$ cat src/rtl/mips_pkg.sv
// mips_pkg: register bank constants and the writeback request record shared by the writeback path.
package mips_pkg;
    localparam int REG_AW   = 5;
    localparam int REG_DW   = 32;
    localparam int REG_ZERO = 0;
    typedef struct packed {
        logic              valid;
        logic [REG_AW-1:0] addr;
        logic [REG_DW-1:0] data;
    } wb_req_t;
endpackage

$ cat src/rtl/regbank_wb_arbiter_if.sv
// regbank_wb_arbiter_if: writeback requesters, scoreboard and bank write port bundled as one bus.
interface regbank_wb_arbiter_if
    import mips_pkg::*;
#(
    parameter int AW = REG_AW,
    parameter int DW = REG_DW
);
    logic              p_valid, p_ready;
    logic [AW-1:0]     p_addr;
    logic [DW-1:0]     p_data;
    logic              m_valid, m_ready;
    logic [AW-1:0]     m_addr;
    logic [DW-1:0]     m_data;
    logic              sb_set;
    logic [AW-1:0]     sb_addr;
    logic [(1<<AW)-1:0] busy;
    logic              sb_conflict;
    logic [AW-1:0]     wa;
    logic [DW-1:0]     wd;
    logic              rw;
    modport slave (
        input  p_valid, p_addr, p_data, m_valid, m_addr, m_data, sb_set, sb_addr,
        output p_ready, m_ready, busy, sb_conflict, wa, wd, rw
    );
    modport master (
        output p_valid, p_addr, p_data, m_valid, m_addr, m_data, sb_set, sb_addr,
        input  p_ready, m_ready, busy, sb_conflict, wa, wd, rw
    );
endinterface

$ cat src/rtl/regbank_scoreboard.sv
// regbank_scoreboard: busy mask of registers awaiting an mdu result, plus a pulse on re-issue to a busy register.
module regbank_scoreboard
    import mips_pkg::*;
#(
    parameter int AW = REG_AW
) (
    input  logic                clk,
    input  logic                rst_n,
    input  logic                set,
    input  logic [AW-1:0]       set_addr,
    input  logic                clr,
    input  logic [AW-1:0]       clr_addr,
    output logic [(1<<AW)-1:0]  busy,
    output logic                conflict
);
    logic [(1<<AW)-1:0] busy_q, busy_d;
    logic               conflict_q, conflict_d;
    logic               set_v, clr_v;
    always_comb begin
        set_v = set && set_addr != AW'(REG_ZERO);
        clr_v = clr && clr_addr != AW'(REG_ZERO);
        busy_d = busy_q;
        if (clr_v) busy_d[clr_addr] = 1'b0;
        // set applied last so a same-register set and clear leaves the bit busy
        if (set_v) busy_d[set_addr] = 1'b1;
        conflict_d = set_v && busy_q[set_addr] && !(clr_v && clr_addr == set_addr);
    end
    always_ff @(posedge clk or negedge rst_n) begin
        if (!rst_n) begin
            busy_q     <= '0;
            conflict_q <= 1'b0;
        end else begin
            busy_q     <= busy_d;
            conflict_q <= conflict_d;
        end
    end
    assign busy     = busy_q;
    assign conflict = conflict_q;
endmodule

$ cat src/rtl/regbank_wb_arbiter.sv
// regbank_wb_arbiter: arbitrates pipe/mdu writeback onto the registered bank write port and tracks pending mdu results.
// Define WB_STARVE_GUARD_EN to force an mdu grant after STARVE_LIMIT stalled cycles.
module regbank_wb_arbiter
    import mips_pkg::*;
#(
    parameter int DW           = REG_DW,
    parameter int AW           = REG_AW,
    parameter int STARVE_LIMIT = 4
) (
    input  logic                clk,
    input  logic                rst_n,
    regbank_wb_arbiter_if.slave bus
);
    logic          p_acc, m_acc, starve;
    logic [AW-1:0] wa_q, wa_d;
    logic [DW-1:0] wd_q, wd_d;
    logic          rw_q, rw_d;
`ifdef WB_STARVE_GUARD_EN
    localparam int CW = $clog2(STARVE_LIMIT + 1);
    logic [CW-1:0] cnt_q, cnt_d;
    always_comb begin
        starve = cnt_q == CW'(STARVE_LIMIT);
        cnt_d = (!bus.m_valid || m_acc) ? '0 : starve ? cnt_q : cnt_q + 1'b1;
    end
    always_ff @(posedge clk or negedge rst_n) begin
        if (!rst_n) cnt_q <= '0;
        else cnt_q <= cnt_d;
    end
`else
    assign starve = 1'b0;
`endif
    always_comb begin
        bus.p_ready = rst_n && bus.p_valid && !starve;
        bus.m_ready = rst_n && bus.m_valid && (!bus.p_valid || starve);
        p_acc = bus.p_valid && bus.p_ready;
        m_acc = bus.m_valid && bus.m_ready;
        wa_d = p_acc ? bus.p_addr : m_acc ? bus.m_addr : wa_q;
        wd_d = p_acc ? bus.p_data : m_acc ? bus.m_data : wd_q;
        rw_d = (p_acc || m_acc) && wa_d != AW'(REG_ZERO);
    end
    always_ff @(posedge clk or negedge rst_n) begin
        if (!rst_n) begin
            wa_q <= '0;
            wd_q <= '0;
            rw_q <= 1'b0;
        end else begin
            wa_q <= wa_d;
            wd_q <= wd_d;
            rw_q <= rw_d;
        end
    end
    assign bus.wa = wa_q;
    assign bus.wd = wd_q;
    assign bus.rw = rw_q;
    regbank_scoreboard #(.AW(AW)) u_sb (
        .clk      (clk),
        .rst_n    (rst_n),
        .set      (bus.sb_set),
        .set_addr (bus.sb_addr),
        .clr      (m_acc),
        .clr_addr (bus.m_addr),
        .busy     (bus.busy),
        .conflict (bus.sb_conflict)
    );
endmodule

$ cat src/flat_wrapper.sv
// flat-port wrapper written by rule: the top's interface ports become plain ports
module regbank_wb_arbiter_flat import mips_pkg::*;
#(
    parameter int DW           = REG_DW,
    parameter int AW           = REG_AW,
    parameter int STARVE_LIMIT = 4
)
  (clk, rst_n, bus_p_valid, bus_p_addr, bus_p_data, bus_m_valid, bus_m_addr, bus_m_data, bus_sb_set, bus_sb_addr, bus_p_ready, bus_m_ready, bus_busy, bus_sb_conflict, bus_wa, bus_wd, bus_rw);
  regbank_wb_arbiter_if #(.AW(AW), .DW(DW)) bus_i ();
  input  logic clk;
  input  logic rst_n;
  input wire logic [$bits(bus_i.p_valid)-1:0] bus_p_valid;
  input wire logic [$bits(bus_i.p_addr)-1:0] bus_p_addr;
  input wire logic [$bits(bus_i.p_data)-1:0] bus_p_data;
  input wire logic [$bits(bus_i.m_valid)-1:0] bus_m_valid;
  input wire logic [$bits(bus_i.m_addr)-1:0] bus_m_addr;
  input wire logic [$bits(bus_i.m_data)-1:0] bus_m_data;
  input wire logic [$bits(bus_i.sb_set)-1:0] bus_sb_set;
  input wire logic [$bits(bus_i.sb_addr)-1:0] bus_sb_addr;
  output wire logic [$bits(bus_i.p_ready)-1:0] bus_p_ready;
  output wire logic [$bits(bus_i.m_ready)-1:0] bus_m_ready;
  output wire logic [$bits(bus_i.busy)-1:0] bus_busy;
  output wire logic [$bits(bus_i.sb_conflict)-1:0] bus_sb_conflict;
  output wire logic [$bits(bus_i.wa)-1:0] bus_wa;
  output wire logic [$bits(bus_i.wd)-1:0] bus_wd;
  output wire logic [$bits(bus_i.rw)-1:0] bus_rw;
  assign bus_i.p_valid = bus_p_valid;
  assign bus_i.p_addr = bus_p_addr;
  assign bus_i.p_data = bus_p_data;
  assign bus_i.m_valid = bus_m_valid;
  assign bus_i.m_addr = bus_m_addr;
  assign bus_i.m_data = bus_m_data;
  assign bus_i.sb_set = bus_sb_set;
  assign bus_i.sb_addr = bus_sb_addr;
  assign bus_p_ready = bus_i.p_ready;
  assign bus_m_ready = bus_i.m_ready;
  assign bus_busy = bus_i.busy;
  assign bus_sb_conflict = bus_i.sb_conflict;
  assign bus_wa = bus_i.wa;
  assign bus_wd = bus_i.wd;
  assign bus_rw = bus_i.rw;
  regbank_wb_arbiter #(.DW(DW), .AW(AW), .STARVE_LIMIT(STARVE_LIMIT)) u_core (.clk(clk), .rst_n(rst_n), .bus(bus_i));
endmodule
$ cat config.mk
export PLATFORM = sky130hd
export DESIGN_NAME = regbank_wb_arbiter_flat
export DESIGN_NICKNAME = d
export VERILOG_FILES = /design/src/rtl/mips_pkg.sv /design/src/rtl/regbank_wb_arbiter_if.sv /design/src/rtl/regbank_scoreboard.sv /design/src/rtl/regbank_wb_arbiter.sv /design/src/flat_wrapper.sv
export SDC_FILE = /design/constraint.sdc
export NUM_CORES = 1
export LEC_CHECK = 0
export ABC_AREA = 1
export BUFFER_PORTS_ARGS = -buffer_cell sky130_fd_sc_hd__buf_4
export CORE_ASPECT_RATIO = 0.7
export CORE_UTILIZATION = 39
export DETAILED_ROUTE_END_ITERATION = 16
export PLACE_DENSITY = 0.65
export SLEW_MARGIN = 20
export SYNTH_ARGS = -nofsm -noshare
export SYNTH_HDL_FRONTEND = slang
export SYNTH_SLANG_ARGS = --single-unit
$ cat constraint.sdc
create_clock -name clk -period 1.4 [get_ports clk]
set_clock_uncertainty 0.15 [all_clocks]
set_input_delay 0.07 -clock clk [delete_from_list [all_inputs] [get_ports clk]]
set_output_delay 0.07 -clock clk [all_outputs]
set_load 0.02 [all_outputs]
==> flow_metrics.py <==
metrics = {
    "timing": {
        "hold_viol": 0,
        "fin_crit_ns": 1.276,
        "finalSetupTns_ns": 0,
        "final-max-slew-violation-count": 0,
        "rsz0062_at_grt": "no",
        "slew_headroom_pct": 52.43,
        "post-route-period-util_pct": 91.15,
        "fmax_ghz": 0.7836,
        "worst_pin_slew_ns": 0.7135,
        "setup_viol": 0,
    },
    "clock_tree": {
        "cts_made_buffers": 9,
        "clk_latency_ns": 0.33,
        "ctsLongestPathBuffers": 2,
        "cts-resized-gates": 0,
        "clkTransAtPathRegs_ns": 0.06,
        "ctsRootBufferMaster": "clkbuf_16",
        "cts_tree": "yes",
        "htreeDepth": 3,
        "numClockSinks": 71,
    },
    "pwr": {
        "p_int_uw": 5117,
        "switching_share_pct": 32.50,
        "power.leakage_uw": 0.002967,
        "power_switching_uw": 2464,
        "p_seq_share_pct": 35.7,
        "comb_power_share_pct": 31.2,
        "power_density_nw_per_um2": 1247,
        "peakVddDrop_mv": 0.7205,
        "power_frac_clock_pct": 33.1,
        "power_uw": 7581,
    },
    "floorplanning": {
        "die_x_um": 116.2,
        "ios": 157,
        "die_area_um2": 9519,
        "core_um2": 8653,
        "die_y_um": 81.93,
        "initial_utilization_pct": 41.14,
        "rows": 28,
    },
    "worst_setup_path": {
        "crit_arrival_ns": 1.35,
        "cp-start-kind": "flip-flop",
        "slowest_stage": "dfrtp_1",
        "worst_path_most_repeated_cell": "nor2_1",
        "crit_type": "flip-flop to flip-flop",
        "path_cells": "inv_1 -> nor2_1 -> nor3_1 -> nand2_1 -> nor2_1 -> nor2_1",
        "worst_setup_path_end_kind": "flip-flop",
        "crit_fanout": 2,
        "cp_data_required_time_ns": 1.47,
        "cpPeakStageDelay_ns": 0.38,
        "critPathTopFamily": "simple AND/OR/NAND/NOR gates",
        "worst-path-buf-inv": 1,
    },
    "placed_design": {
        "dp_hpwl_mm": 8.859,
        "place.gp.congestion": 1.034,
        "io_buffers": 156,
    },
    "detailed_routing": {
        "drcViolationCount": 0,
        "wl_per_cell_um": 16.23,
        "vias_per_cell": 5.129,
        "first_pass_iters": 5,
        "routed_wl_mm": 13.70,
        "drt_iter0_markers": 394,
        "num_vias": 4329,
        "ant_nets": 0,
    },
    "finish": {
        "nets": 803,
        "post-route-util_pct": 70.24,
        "fillers": 676,
        "drive_gt1_share_pct": 30.25,
        "multiInputGateArea_um2": 1575,
        "area.sequential_um2": 1777,
        "area_delta_synth_final_pct": 70.76,
        "antenna_cells": 0,
    },
    "global_route": {
        "antenna_found_initial": 0,
        "grt_pass1_vias": 4357,
        "track_usage_pct": 30.32,
        "grt_max_degree": 55,
        "grt_pass1_wl_mm": 21.79,
        "grt_overflow_total": 0,
    },
    "synth": {
        "ys_seq_area_share_pct": 49.91,
        "yosysTopAreaCell": "dfrtp_1",
        "async_reset_ff_share_pct": 100.0,
        "synthCells": 466,
        "ys_ff_latch": 71,
        "ys_warn_count": 0,
        "avgSynthCellArea_um2": 7.639,
        "syn-num-nets": 550,
        "synthTopCellsByArea": "dfrtp_1, nand2_1, o21ai_0, nor2_1, a21oi_1",
        "syn_area_um2": 3560,
        "synth_ff_type": "dfrtp_1",
        "synth-edff-count": 0,
        "synth_top_area_share_pct": 49.91,
        "synth_cell_type_count": 23,
        "yosysMostFrequentCell": "nand2_1",
        "synthTopCellsByCount": "nand2_1, o21ai_0, dfrtp_1",
    },
    "job": {
        "cap_violations": 0,
    },
    "status": {
        "outcome": "complete, no violations",
    },
    "worst_hold_path": {
        "hold_class": "primary input to flip-flop",
    },
}
==> timing repair <==
item,4_1_cts,5_1_grt
hold buffers,72,0
endpoints found under the hold margin,113,0
setup buffers,0,3
setup endpoints to repair,0,1
==> routing by layer <==
layer	part of all wire, %	track usage, %
met4	2.3	11.67
met2	47	50.36
met3	7.7	6.199
met1	43	39.13
met5	0	0
==> registers in the layout, indices dropped and copies added, names as in the netlist <==
| signal | count |
|---|---|
| u_core.bus.rw | 1 |
| u_core.bus.wa | 5 |
| u_core.bus.wd | 32 |
| u_core.u_sb.busy | 32 |
| u_core.u_sb.conflict | 1 |
==> cell type report <==
type	instances	area share, %
Multi-Input combinational cell	346	25.92
Tap cell	120	2.470
Sequential cell	71	29.23
Clock inverter	5	1.338
Clock buffer	11	3.993
Inverter	30	1.853
Timing Repair Buffer	261	35.20
==> tightest hold or removal path, delay by kind of cell <==
family	cells	cell delay, ns
buf+inv	3	0.24
simple gates	3	0.15
==> power groups by stage <==
| stage | combinational (uW) | clock [uW] | sequential (uW) |
|---|---|---|---|
| after floorplan | 614 | 0 | 3130 |
| after detailed placement | 2140 | 0 | 2730 |
| final | 2370 | 2510 | 2710 |
| after CTS | 2310 | 2530 | 2700 |
| after global routing | 2580 | 2610 | 2750 |
| after global placement | 2120 | 0 | 2720 |
==> worst paths after layout <==
check                                    startpoint             endpoint  slack, ns  depth (start not counted)
worst max-delay path               u_core.bus.wa[2]        u_core.bus.rw       0.12                          6
worst min-delay path                  bus_p_addr[1]     u_core.bus.wa[1]      0.006                          6
worst max register to register     u_core.bus.wa[2]        u_core.bus.rw       0.12                          6
worst min register to register  u_core.u_sb.busy[0]  u_core.u_sb.busy[0]       0.27                          0
max in group asynchronous                     rst_n  u_core.u_sb.busy[2]       0.21                          3
min in group asynchronous                     rst_n    u_core.bus.wd[16]       0.22                          3
==> through the flow <==
stage	instance area [um^2]	worst slack (ns)	std cells	hold slack (ns)
after floorplan	3560	0.1787	466	-0.3756
after global placement	5011	0.07651	753	-0.2686
after detailed placement	5011	0.06243	753	-0.2685
after CTS	6056	0.1268	841	0.0009565
after global routing	6078	0.001231	844	0.02671
final	6078	0.1239	844	0.006363
==> kinds of logic after synthesis <==
kind of cell	after synthesis	synth area share, %
simple gates	215	25.17
buf+inv	49	5.835
compound gates	128	18.35
xor+xnor	3	0.7383
flops	71	49.91
==> cell usage in the layout (no fill, tap or decap), types with 2 or more instances in the layout <==
master	instances
nor2_4	2
o21ai_1	3
nor3_1	2
o21ai_0	87
nand4_1	5
dfrtp_1	71
inv_2	6
nand2_4	2
nor2_1	52
clkbuf_16	9
inv_1	24
dlygate4sd3_1	72
bufinv_16	2
buf_4	189
nand3_1	22
a21oi_1	35
xnor2_1	2
o41ai_1	2
nand2_1	125
nand2_2	4
Power figures use the tool's default switching activity.
